**config.mk**
```make
export PLATFORM = sky130hd
export DESIGN_NAME = zcmt_table_jump_unit
export DESIGN_NICKNAME = d
export VERILOG_FILES = /design/src/rtl/zcmt_pkg.sv /design/src/rtl/zcmt_entry_buffer.sv /design/src/rtl/zcmt_table_jump_unit.sv
export SDC_FILE = /design/constraint.sdc
export NUM_CORES = 1
export LEC_CHECK = 0
export CAP_MARGIN = 10
export CORE_ASPECT_RATIO = 1.25
export CORE_MARGIN = 2
export CORE_UTILIZATION = 55
export CTS_CLUSTER_SIZE = 28
export DETAILED_ROUTE_END_ITERATION = 16
export PLACE_DENSITY_LB_ADDON = 0.25
export SETUP_SLACK_MARGIN = 0.05
export SYNTH_ARGS = -nofsm -noshare
export SYNTH_HDL_FRONTEND = slang
export SYNTH_SLANG_ARGS = --single-unit
```
**constraint.sdc**
```tcl
create_clock -name clk_i -period 3.5 [get_ports clk_i]
set_clock_uncertainty 0.2 [all_clocks]
set_input_delay 0.35 -clock clk_i [delete_from_list [all_inputs] [get_ports clk_i]]
set_output_delay 0.35 -clock clk_i [all_outputs]
set_load 0.1 [all_outputs]
```
**src/rtl/zcmt_pkg.sv**
```systemverilog
// Shared types and constants for the Zcmt table-jump unit.
// FSM state codes stay plain localparams so legacy code can keep comparing raw values.
package zcmt_pkg;

    typedef logic [2:0] zcmt_state_e;

    localparam zcmt_state_e ZCMT_IDLE = 3'd0;
    localparam zcmt_state_e ZCMT_REQ  = 3'd1;
    localparam zcmt_state_e ZCMT_WAIT = 3'd2;
    localparam zcmt_state_e ZCMT_DONE = 3'd3;
    localparam zcmt_state_e ZCMT_DROP = 3'd4;

    typedef enum logic {
        ZCMT_JT   = 1'b0,
        ZCMT_JALT = 1'b1
    } zcmt_kind_e;

    localparam int unsigned ZCMT_JALT_MIN_IDX = 32;
    localparam logic [2:0]  ZCMT_FUNCT3       = 3'b101;

    // Opcode-level check only; the jvt mode is qualified by the caller.
    function automatic logic zcmt_is_encoding(input logic [15:0] instr);
        return (instr[1:0] == 2'b10) && (instr[15:13] == ZCMT_FUNCT3) && (instr[12:10] == 3'b000);
    endfunction

endpackage

```
**src/rtl/zcmt_entry_buffer.sv**
```systemverilog
// Fully-associative buffer of recently loaded jump-table entries, tagged by table index.
// Round-robin replacement; a flush invalidates every slot.
module zcmt_entry_buffer #(
    parameter int unsigned XLEN       = 64,
    parameter int unsigned NR_ENTRIES = 4,
    parameter int unsigned IDX_W      = 8
) (
    input  logic             clk_i,
    input  logic             rst_ni,
    input  logic             flush_i,
    input  logic [IDX_W-1:0] lookup_idx_i,
    output logic             hit_o,
    output logic [XLEN-1:0]  hit_data_o,
    input  logic             fill_i,
    input  logic [IDX_W-1:0] fill_idx_i,
    input  logic [XLEN-1:0]  fill_data_i
);

    localparam int unsigned PTR_W = (NR_ENTRIES > 1) ? $clog2(NR_ENTRIES) : 1;

    logic [NR_ENTRIES-1:0] valid_q, valid_d;
    logic [IDX_W-1:0]      tag_q  [NR_ENTRIES];
    logic [IDX_W-1:0]      tag_d  [NR_ENTRIES];
    logic [XLEN-1:0]       data_q [NR_ENTRIES];
    logic [XLEN-1:0]       data_d [NR_ENTRIES];
    logic [PTR_W-1:0]      rr_q, rr_d;

    always_comb begin
        hit_o      = 1'b0;
        hit_data_o = '0;
        for (int unsigned i = 0; i < NR_ENTRIES; i++) begin
            if (valid_q[i] && (tag_q[i] == lookup_idx_i)) begin
                hit_o      = 1'b1;
                hit_data_o = data_q[i];
            end
        end
    end

    always_comb begin
        valid_d = valid_q;
        tag_d   = tag_q;
        data_d  = data_q;
        rr_d    = rr_q;
        if (flush_i) begin
            valid_d = '0;
        end else if (fill_i) begin
            valid_d[rr_q] = 1'b1;
            tag_d[rr_q]   = fill_idx_i;
            data_d[rr_q]  = fill_data_i;
            rr_d          = (rr_q == PTR_W'(NR_ENTRIES - 1)) ? '0 : rr_q + 1'b1;
        end
    end

    always_ff @(posedge clk_i or negedge rst_ni) begin
        if (!rst_ni) begin
            valid_q <= '0;
            rr_q    <= '0;
            for (int unsigned i = 0; i < NR_ENTRIES; i++) begin
                tag_q[i]  <= '0;
                data_q[i] <= '0;
            end
        end else begin
            valid_q <= valid_d;
            rr_q    <= rr_d;
            tag_q   <= tag_d;
            data_q  <= data_d;
        end
    end

endmodule

```
**src/rtl/zcmt_table_jump_unit.sv**
```systemverilog
// Zcmt cm.jt / cm.jalt execution: decode, jump-table load through the data cache port,
// and a small entry buffer so repeated table jumps complete in one cycle.
module zcmt_table_jump_unit #(
    parameter int unsigned XLEN       = 64,
    parameter int unsigned NR_ENTRIES = 4,
    parameter int unsigned IDX_W      = 8
) (
    input  logic            clk_i,
    input  logic            rst_ni,
    input  logic            flush_i,
    input  logic            valid_i,
    input  logic [15:0]     instr_i,
    input  logic [XLEN-1:0] jvt_i,
    output logic            req_o,
    input  logic            gnt_i,
    output logic [XLEN-1:0] addr_o,
    output logic [1:0]      size_o,
    input  logic            rvalid_i,
    input  logic [XLEN-1:0] rdata_i,
    input  logic            err_i,
    output logic            valid_o,
    input  logic            ready_i,
    output logic [XLEN-1:0] target_o,
    output logic [4:0]      rd_o,
    output logic            illegal_o,
    output logic            fault_o,
    output logic [XLEN-1:0] tval_o,
    output logic            stall_o
);

    import zcmt_pkg::*;

    localparam int unsigned ENTRY_SHIFT = $clog2(XLEN / 8);
    localparam logic [1:0]  ENTRY_SIZE  = (XLEN == 64) ? 2'b11 : 2'b10;

    zcmt_state_e      state_q, state_d;
    logic [XLEN-1:0]  addr_q, addr_d;
    logic [IDX_W-1:0] idx_q, idx_d;
    zcmt_kind_e       kind_q, kind_d;
    logic [XLEN-1:0]  target_q, target_d;
    logic             illegal_q, illegal_d;
    logic             fault_q, fault_d;
    logic [XLEN-1:0]  tval_q, tval_d;

    logic [IDX_W-1:0] dec_idx;
    logic             dec_legal;
    zcmt_kind_e       dec_kind;
    logic [XLEN-1:0]  dec_addr;
    logic             buf_hit;
    logic             hit;
    logic [XLEN-1:0]  hit_data;
    logic             fill;

    assign dec_idx   = instr_i[2 +: IDX_W];
    assign dec_legal = zcmt_is_encoding(instr_i) && (jvt_i[5:0] == 6'b0);
    assign dec_kind  = (dec_idx >= IDX_W'(ZCMT_JALT_MIN_IDX)) ? ZCMT_JALT : ZCMT_JT;
    assign dec_addr  = {jvt_i[XLEN-1:6], 6'b0} + (XLEN'(dec_idx) << ENTRY_SHIFT);
    // An illegal encoding must never complete as a buffered hit.
    assign hit       = buf_hit && dec_legal;

    zcmt_entry_buffer #(
        .XLEN       (XLEN),
        .NR_ENTRIES (NR_ENTRIES),
        .IDX_W      (IDX_W)
    ) u_entry_buffer (
        .clk_i        (clk_i),
        .rst_ni       (rst_ni),
        .flush_i      (flush_i),
        .lookup_idx_i (dec_idx),
        .hit_o        (buf_hit),
        .hit_data_o   (hit_data),
        .fill_i       (fill),
        .fill_idx_i   (idx_q),
        .fill_data_i  (target_d)
    );

    always_comb begin
        state_d   = state_q;
        addr_d    = addr_q;
        idx_d     = idx_q;
        kind_d    = kind_q;
        target_d  = target_q;
        illegal_d = illegal_q;
        fault_d   = fault_q;
        tval_d    = tval_q;
        fill      = 1'b0;
        case (state_q)
            ZCMT_IDLE: begin
                if (!flush_i && valid_i) begin
                    kind_d    = dec_kind;
                    illegal_d = !dec_legal;
                    fault_d   = 1'b0;
                    tval_d    = '0;
                    if (!dec_legal) begin
                        target_d = '0;
                        state_d  = ZCMT_DONE;
                    end else if (hit) begin
                        target_d = hit_data;
                        state_d  = ZCMT_DONE;
                    end else begin
                        addr_d  = dec_addr;
                        idx_d   = dec_idx;
                        state_d = ZCMT_REQ;
                    end
                end
            end
            ZCMT_REQ: begin
                if (flush_i) begin
                    state_d = gnt_i ? ZCMT_DROP : ZCMT_IDLE;
                end else if (gnt_i) begin
                    state_d = ZCMT_WAIT;
                end
            end
            ZCMT_WAIT: begin
                if (rvalid_i) begin
                    if (flush_i) begin
                        state_d = ZCMT_IDLE;
                    end else begin
                        state_d  = ZCMT_DONE;
                        fault_d  = err_i;
                        target_d = err_i ? '0 : (rdata_i & ~XLEN'(1));
                        tval_d   = err_i ? addr_q : '0;
                        fill     = !err_i;
                    end
                end else if (flush_i) begin
                    state_d = ZCMT_DROP;
                end
            end
            ZCMT_DONE: begin
                if (flush_i || ready_i) begin
                    state_d = ZCMT_IDLE;
                end
            end
            ZCMT_DROP: begin
                if (rvalid_i) begin
                    state_d = ZCMT_IDLE;
                end
            end
            default: state_d = ZCMT_IDLE;
        endcase
    end

    always_ff @(posedge clk_i or negedge rst_ni) begin
        if (!rst_ni) begin
            state_q   <= ZCMT_IDLE;
            addr_q    <= '0;
            idx_q     <= '0;
            kind_q    <= ZCMT_JT;
            target_q  <= '0;
            illegal_q <= 1'b0;
            fault_q   <= 1'b0;
            tval_q    <= '0;
        end else begin
            state_q   <= state_d;
            addr_q    <= addr_d;
            idx_q     <= idx_d;
            kind_q    <= kind_d;
            target_q  <= target_d;
            illegal_q <= illegal_d;
            fault_q   <= fault_d;
            tval_q    <= tval_d;
        end
    end

    assign req_o     = (state_q == ZCMT_REQ);
    assign valid_o   = (state_q == ZCMT_DONE);
    assign addr_o    = addr_q;
    assign size_o    = req_o ? ENTRY_SIZE : 2'b00;
    assign target_o  = target_q;
    assign rd_o      = (kind_q == ZCMT_JALT) ? 5'd1 : 5'd0;
    assign illegal_o = illegal_q;
    assign fault_o   = fault_q;
    assign tval_o    = tval_q;
    assign stall_o   = (state_q != ZCMT_IDLE) || (valid_i && !hit);

endmodule

```
* Word-level counts from Yosys, hierarchy flattened
Cells that the tools add are included.
W data, S select, Z words.
** Operators by class
- Order comparisons :: 5
- Shift operators :: 0
- $add $sub $neg :: 2
- Bitwise logic cells :: 4
- Eq/ne operators :: 18
- Reduce and logical (&&, ||, !) cells :: 29
- Divide/modulo/power cells :: 0
- Multiply operators :: 0
- Mux-type cells :: 53
** Operators with widths (count)
- $mux W64 :: 15
- $bwmux W256 :: 1
- $pmux W64 S2 :: 2
- $demux W64 S2 :: 1
- $add A64 B11 Y64 :: 1
- $bwmux W32 :: 1
- $eq A8 B8 Y1 :: 4
- $mux W3 :: 8
- $demux W8 S2 :: 1
- $pmux W3 S5 :: 1
- $mux W1 :: 13
- $logic_and A1 B1 Y1 :: 12
- $mux W2 :: 5
- $ge A8 B6 Y1 const B :: 1
- $mux W4 :: 2
- $mux W8 :: 1
- $ne A2 B2 Y1 const B :: 4
- $reduce_and A4 Y1 :: 2
- $eq A3 B2 Y1 const B :: 2
- $eq A3 B3 Y1 const B :: 2
- $logic_not A3 Y1 :: 2
- $logic_not A6 Y1 :: 1
- $reduce_and A5 Y1 :: 1
- $eq A2 B2 Y1 const B :: 2
- 19 further kinds :: 26
** Word-level totals
- Flip-flop bits (word level) :: 500
- RAM bits :: 0
- Memories :: 0
- Logic and storage cells :: 129
- Bits in latches :: 0
- Output and inout bits :: 204
- Bits in read-only memories :: 0
- Input bits :: 152

* Logic depth before layout (Yosys ltp)
- Depth in word-level cells :: 12
- Gate-level depth with buffers :: 12
- Depth with buffers taken out :: 10

* By module
From an unflattened synthesis, not the netlist that was laid out.
** Unflattened totals
- Cells, all modules :: 2054
- Area total of the unflattened synthesis :: 23274.8 µm²
** Modules (own cells, without submodules)
- zcmt_entry_buffer :: cells each 1149, area an instance 14112.3 µm², sequential area each 7357.1 µm², instances 1
- zcmt_table_jump_unit :: cells each 905, area an instance 9162.5 µm², sequential area each 4929.7 µm², instances 1

* Worst setup path before layout
No wires, ideal clock.
- Path kind :: reg-to-output
- Start :: reg state_q[2]
- End :: out size_o[0]
- Data required time :: 2950 ps
- Stages on the path, launching flop included :: 5
- Arrival :: 2434 ps
- Slack :: 516 ps
- Buffers on the path :: 1
- Cells stage by stage :: dfrtp_1 -> inv_1 -> nand2_1 -> nor2_1 -> buf_4
** Between the ends
- Word-level cells in the longest chain between the ends :: 2
** RTL lines
- start: declaration :: RTL line zcmt_table_jump_unit.sv:36 : zcmt_state_e state_q, state_d;
- start signal: assignment :: RTL line zcmt_table_jump_unit.sv:154 : state_q <= state_d;
- $eq A3 B1 Y1 :: RTL line zcmt_table_jump_unit.sv:165 : assign req_o = (state_q == ZCMT_REQ);
- via req_o :: RTL line zcmt_table_jump_unit.sv:14 : output logic req_o,
- $mux W2 :: RTL line zcmt_table_jump_unit.sv:168 : assign size_o = req_o ? ENTRY_SIZE : 2'b00;
- end: declaration :: RTL line zcmt_table_jump_unit.sv:17 : output logic [1:0] size_o,
The timed path passes the listed nets, and every way through them passes these cells.

* Worst setup path in the final report
- Start :: in instr_i[7]
- End :: out stall_o
** Between the ends
- Word-level cells in the longest chain between the ends :: 10
- Elaborated cells on any way between the ends :: 16
- Those cells by class :: 4 x eq/ne; 4 x mux; 8 x reduce/logical
** RTL lines
- start: declaration :: RTL line zcmt_table_jump_unit.sv:12 : input logic [15:0] instr_i,
- $eq A8 B8 Y1 :: RTL line zcmt_entry_buffer.sv:32 : if (valid_q[i] && (tag_q[i] == lookup_idx_i)) begin
- $logic_and A1 B1 Y1 :: RTL line zcmt_entry_buffer.sv:32
- $mux W1 (3 in a row) :: RTL line zcmt_entry_buffer.sv:32
- $mux W1 (*) :: RTL line zcmt_entry_buffer.sv:32
- $logic_and A1 B1 Y1 (*) :: RTL line zcmt_table_jump_unit.sv:59 : assign hit = buf_hit && dec_legal;
- $logic_not A1 Y1 (*) :: RTL line zcmt_table_jump_unit.sv:174 : assign stall_o = (state_q != ZCMT_IDLE) || (valid_i && !hit);
- $logic_and A1 B1 Y1 (*) :: RTL line zcmt_table_jump_unit.sv:174
- $logic_or A1 B1 Y1 (*) :: RTL line zcmt_table_jump_unit.sv:174
- end: declaration :: RTL line zcmt_table_jump_unit.sv:28 : output logic stall_o
Every way passes the cells marked *; elsewhere a longest branch is shown, timed or not.

==> qor.yml <==
drt:
  drc_errors: 0
  post_drt_wl_per_cell_um: 23.4
  totalWireLength_um: 68600
  vias: 18224
  via_per_inst: 6.21
  drt_first_iter_violations: 1088
  ant_nets: 0
  drtPass1Iterations: 7
worst_setup_path:
  rrSetupSlack_ps: 360
  slowest_delay_ps: 590
  critPathBufInv: 3
  worstReg2RegStart: "state_q[1]$_DFFE_PN0P_"
  crit_family: "buffers and inverters"
  endpoint_kind: "output pin"
  crit_required_ps: 2950
  cp-start-kind: "input pin"
  worstPathCellList: "clkdlybuf4s50_1 > xor2_1 > nor4_2 > and3_2 > nor4_4 > buf_4 > o21ai_0 > nand3_1 > buf_12"
  crit_path_max_fanout: 5
  slowest_stage: "clkdlybuf4s50_1"
  path_class: "input pin to output pin"
  timing.rr.end: "u_entry_buffer.data_q[167]$_DFFE_PN0P_"
  r2r_cells: 6
  critPathArrivalTime_ps: 2720
clock_network:
  clock_path_buffers: 3
  cts-resized-gates: 0
  insertion_delay_ps: 570
  cts_tree: "yes"
  clk_pin_slew_worst_paths_ps: 60
  cts-root-buf: "clkbuf_16"
  cts_sinks: 491
  cts_inserted_buffers: 49
  htreeDepth: 2
  cts_setup_buffers: 0
global_route:
  antenna_found_initial: 7
  grt_max_degree: 98
  grt-ovfl-total: 0
  grt_usage: 0.302
  first_global_vias: 19370
  grt_pass1_wl_um: 107000
synthesis:
  seq_area_frac_synth: 0.508
  synth_ff_type: "dfrtp_1"
  synth-simple-area-share: 0.0796
  synthAdderAreaFrac: 0.00549
  syn_inst: 2044
  ys_types: 70
  netlist_area_um2: 24200
  async_flop_share: 1.00
  synth_compound_area_frac: 0.202
  yosys-top-cells-area: "dfrtp_1 (51%), mux2_2 (13%), a31oi_4 (3.9%)"
  synth_edf_count: 0
  synth.avg_cell_area_um2: 11.8
  yosysTopAreaCell: "dfrtp_1"
  yosysWarnings: 0
  synthMuxAreaShare: 0.129
  synth-xor-area-share: 0.0312
  synth_top_family_by_area: "compound AO/OA/AOI/OAI gates"
  synth_top_area_frac: 0.508
  ys_seq_elements: 491
power:
  p_leak_uw: 0.0134
  swShare: 0.375
  seqPwrFrac: 0.366
  intPower_uw: 12800
  power.share.clock: 0.269
  cellPowerDensity_nw_per_um2: 683
  total_power_uw: 20400
  p_comb_frac: 0.365
  ir_worst_vdd_mv: 0.619
  p_sw_uw: 7650
placed_design:
  hpwl_um: 44200
  place.gp.congestion: 0.894
  port_buffers: 344
timing:
  fin_crit_sh: 0.935
  rsz0062_at_grt: "no"
  period_needed_ps: 3270
  worst_pin_slew_ps: 1080
  slew_headroom: 0.275
  drv_slew: 0
  fmax_mhz: 306
  setup_viol: 0
  hold_viol: 0
  tns_ps: 0
  whs_ps: 229
hold_path:
  min_path_type: "input pin to asynchronous set/reset pin"
finish:
  layout_common_cells: "dfrtp_1 (491), clkdlybuf4s50_1 (328), mux2_2 (274)"
  drive_above_1_share: 0.234
  synthToLayoutAreaGrowth_pct: 23.6
  layout_commonest_cell: "dfrtp_1"
  final_nets: 2495
die:
  core-area_um2: 43200
  dieArea_um2: 45600
  die_x_um: 191
  floorplan.initialDensity: 0.560
  die_y_um: 238
  ios: 356
  num_rows: 85
job:
  drv_cap: 0
status:
  status: "finished clean"
## layout make-up
cell class | instances | area (um^2)
multi-input combinational | 1362 | 10900
timing repair buffer | 413 | 4230
antenna | 5 | 12.5
fill | 3176 | 13300
tap | 565 | 707
clock buffer | 67 | 1360
clock inverter | 15 | 279
inverter | 16 | 60.1
sequential | 491 | 12300
## routing by layer
metal  vias to the layer above  share of wire  GRT usage
li1                       8123              -          -
met1                      9232           0.38      0.364
met2                       712           0.50      0.520
met3                       155          0.080     0.0731
met4                         2          0.035      0.118
met5                         -        0.00023          0
## power groups by stage
stage                     clock, uW  sequential [uW]  combinational (uW)
final                          5480             7480                7450
after global routing           5810             7590                7890
after CTS                      5570             7450                7440
after detailed placement          0             7540                7400
after global placement            0             7460                7180
after floorplan                   0             8850                4210
## cells in the mapped netlist, types with 6 or more instances
cell and count:
buf_2 49, nand4_1 14, dfrtp_1 491, o21a_1 6, a221o_1 60, and3_1 13
o311a_1 6, a31o_2 40, o22a_1 53, mux2_2 274, a31o_1 6, buf_6 12
o21ai_1 6, o31ai_1 53, nor2_1 43, a31oi_2 9, a22oi_1 7, o21ai_0 124
a22o_1 61, a31oi_4 44, ha_1 9, and2_1 8, xor2_1 53, nor3_1 15
clkbuf_1 88, inv_1 15, xnor2_1 33, a21oi_1 67, a311o_1 7, nand3_1 82
buf_4 29, a221oi_1 8, or3_1 7, nand2_1 190
## cells by family after synthesis
family	Yosys count
AOI/OAI and AO/OA	577
DFF	491
and+or+nand+nor	403
muxes	276
buffers and inverters	200
xor gates and xnor gates	86
adders and majority gates	10
other	1
## metrics by stage
stage | cells | utilization | setup slack, ps | instance area, um^2
after floorplan | 2053 | - | 516 | 24200
after global placement | 2846 | 0.653 | 90.3 | 28200
after detailed placement | 2846 | 0.653 | 55.2 | 28200
after CTS | 2929 | 0.691 | 218 | 29900
after global routing | 2933 | 0.692 | 112 | 29900
final | 2934 | 0.692 | 229 | 29900
## sequential cells by signal (all words and copies together), names as in the netlist
register                cells
idx_q                       8
illegal_o                   1
state_q                     3
u_entry_buffer.tag_q       32
addr_o                     58
fault_o                     1
u_entry_buffer.rr_q         2
target_o                   64
kind_q                      1
u_entry_buffer.data_q     256
tval_o                     61
u_entry_buffer.valid_q      4
## how the worst max path moves through the flow
stage,startpoint,to,slack [ps],cells after the start
floorplan,state_q[2]$_DFFE_PN0P_,size_o[0],520,4
global placement,instr_i[6],addr_o[42]$_DFFE_PN0P_,90,10
detailed placement,instr_i[6],addr_o[42]$_DFFE_PN0P_,60,10
CTS,instr_i[8],stall_o,220,9
global route,instr_i[8],stall_o,110,9
finish,instr_i[7],stall_o,230,9
## what timing repair did
| item | in CTS | in global routing |
|---|---|---|
| hold buffers | 1 | 0 |
| endpoints found under the setup margin | 0 | 0 |
| endpoints found under the hold margin | 85 | 0 |
Note: power is estimated with default switching activity, not from simulation.
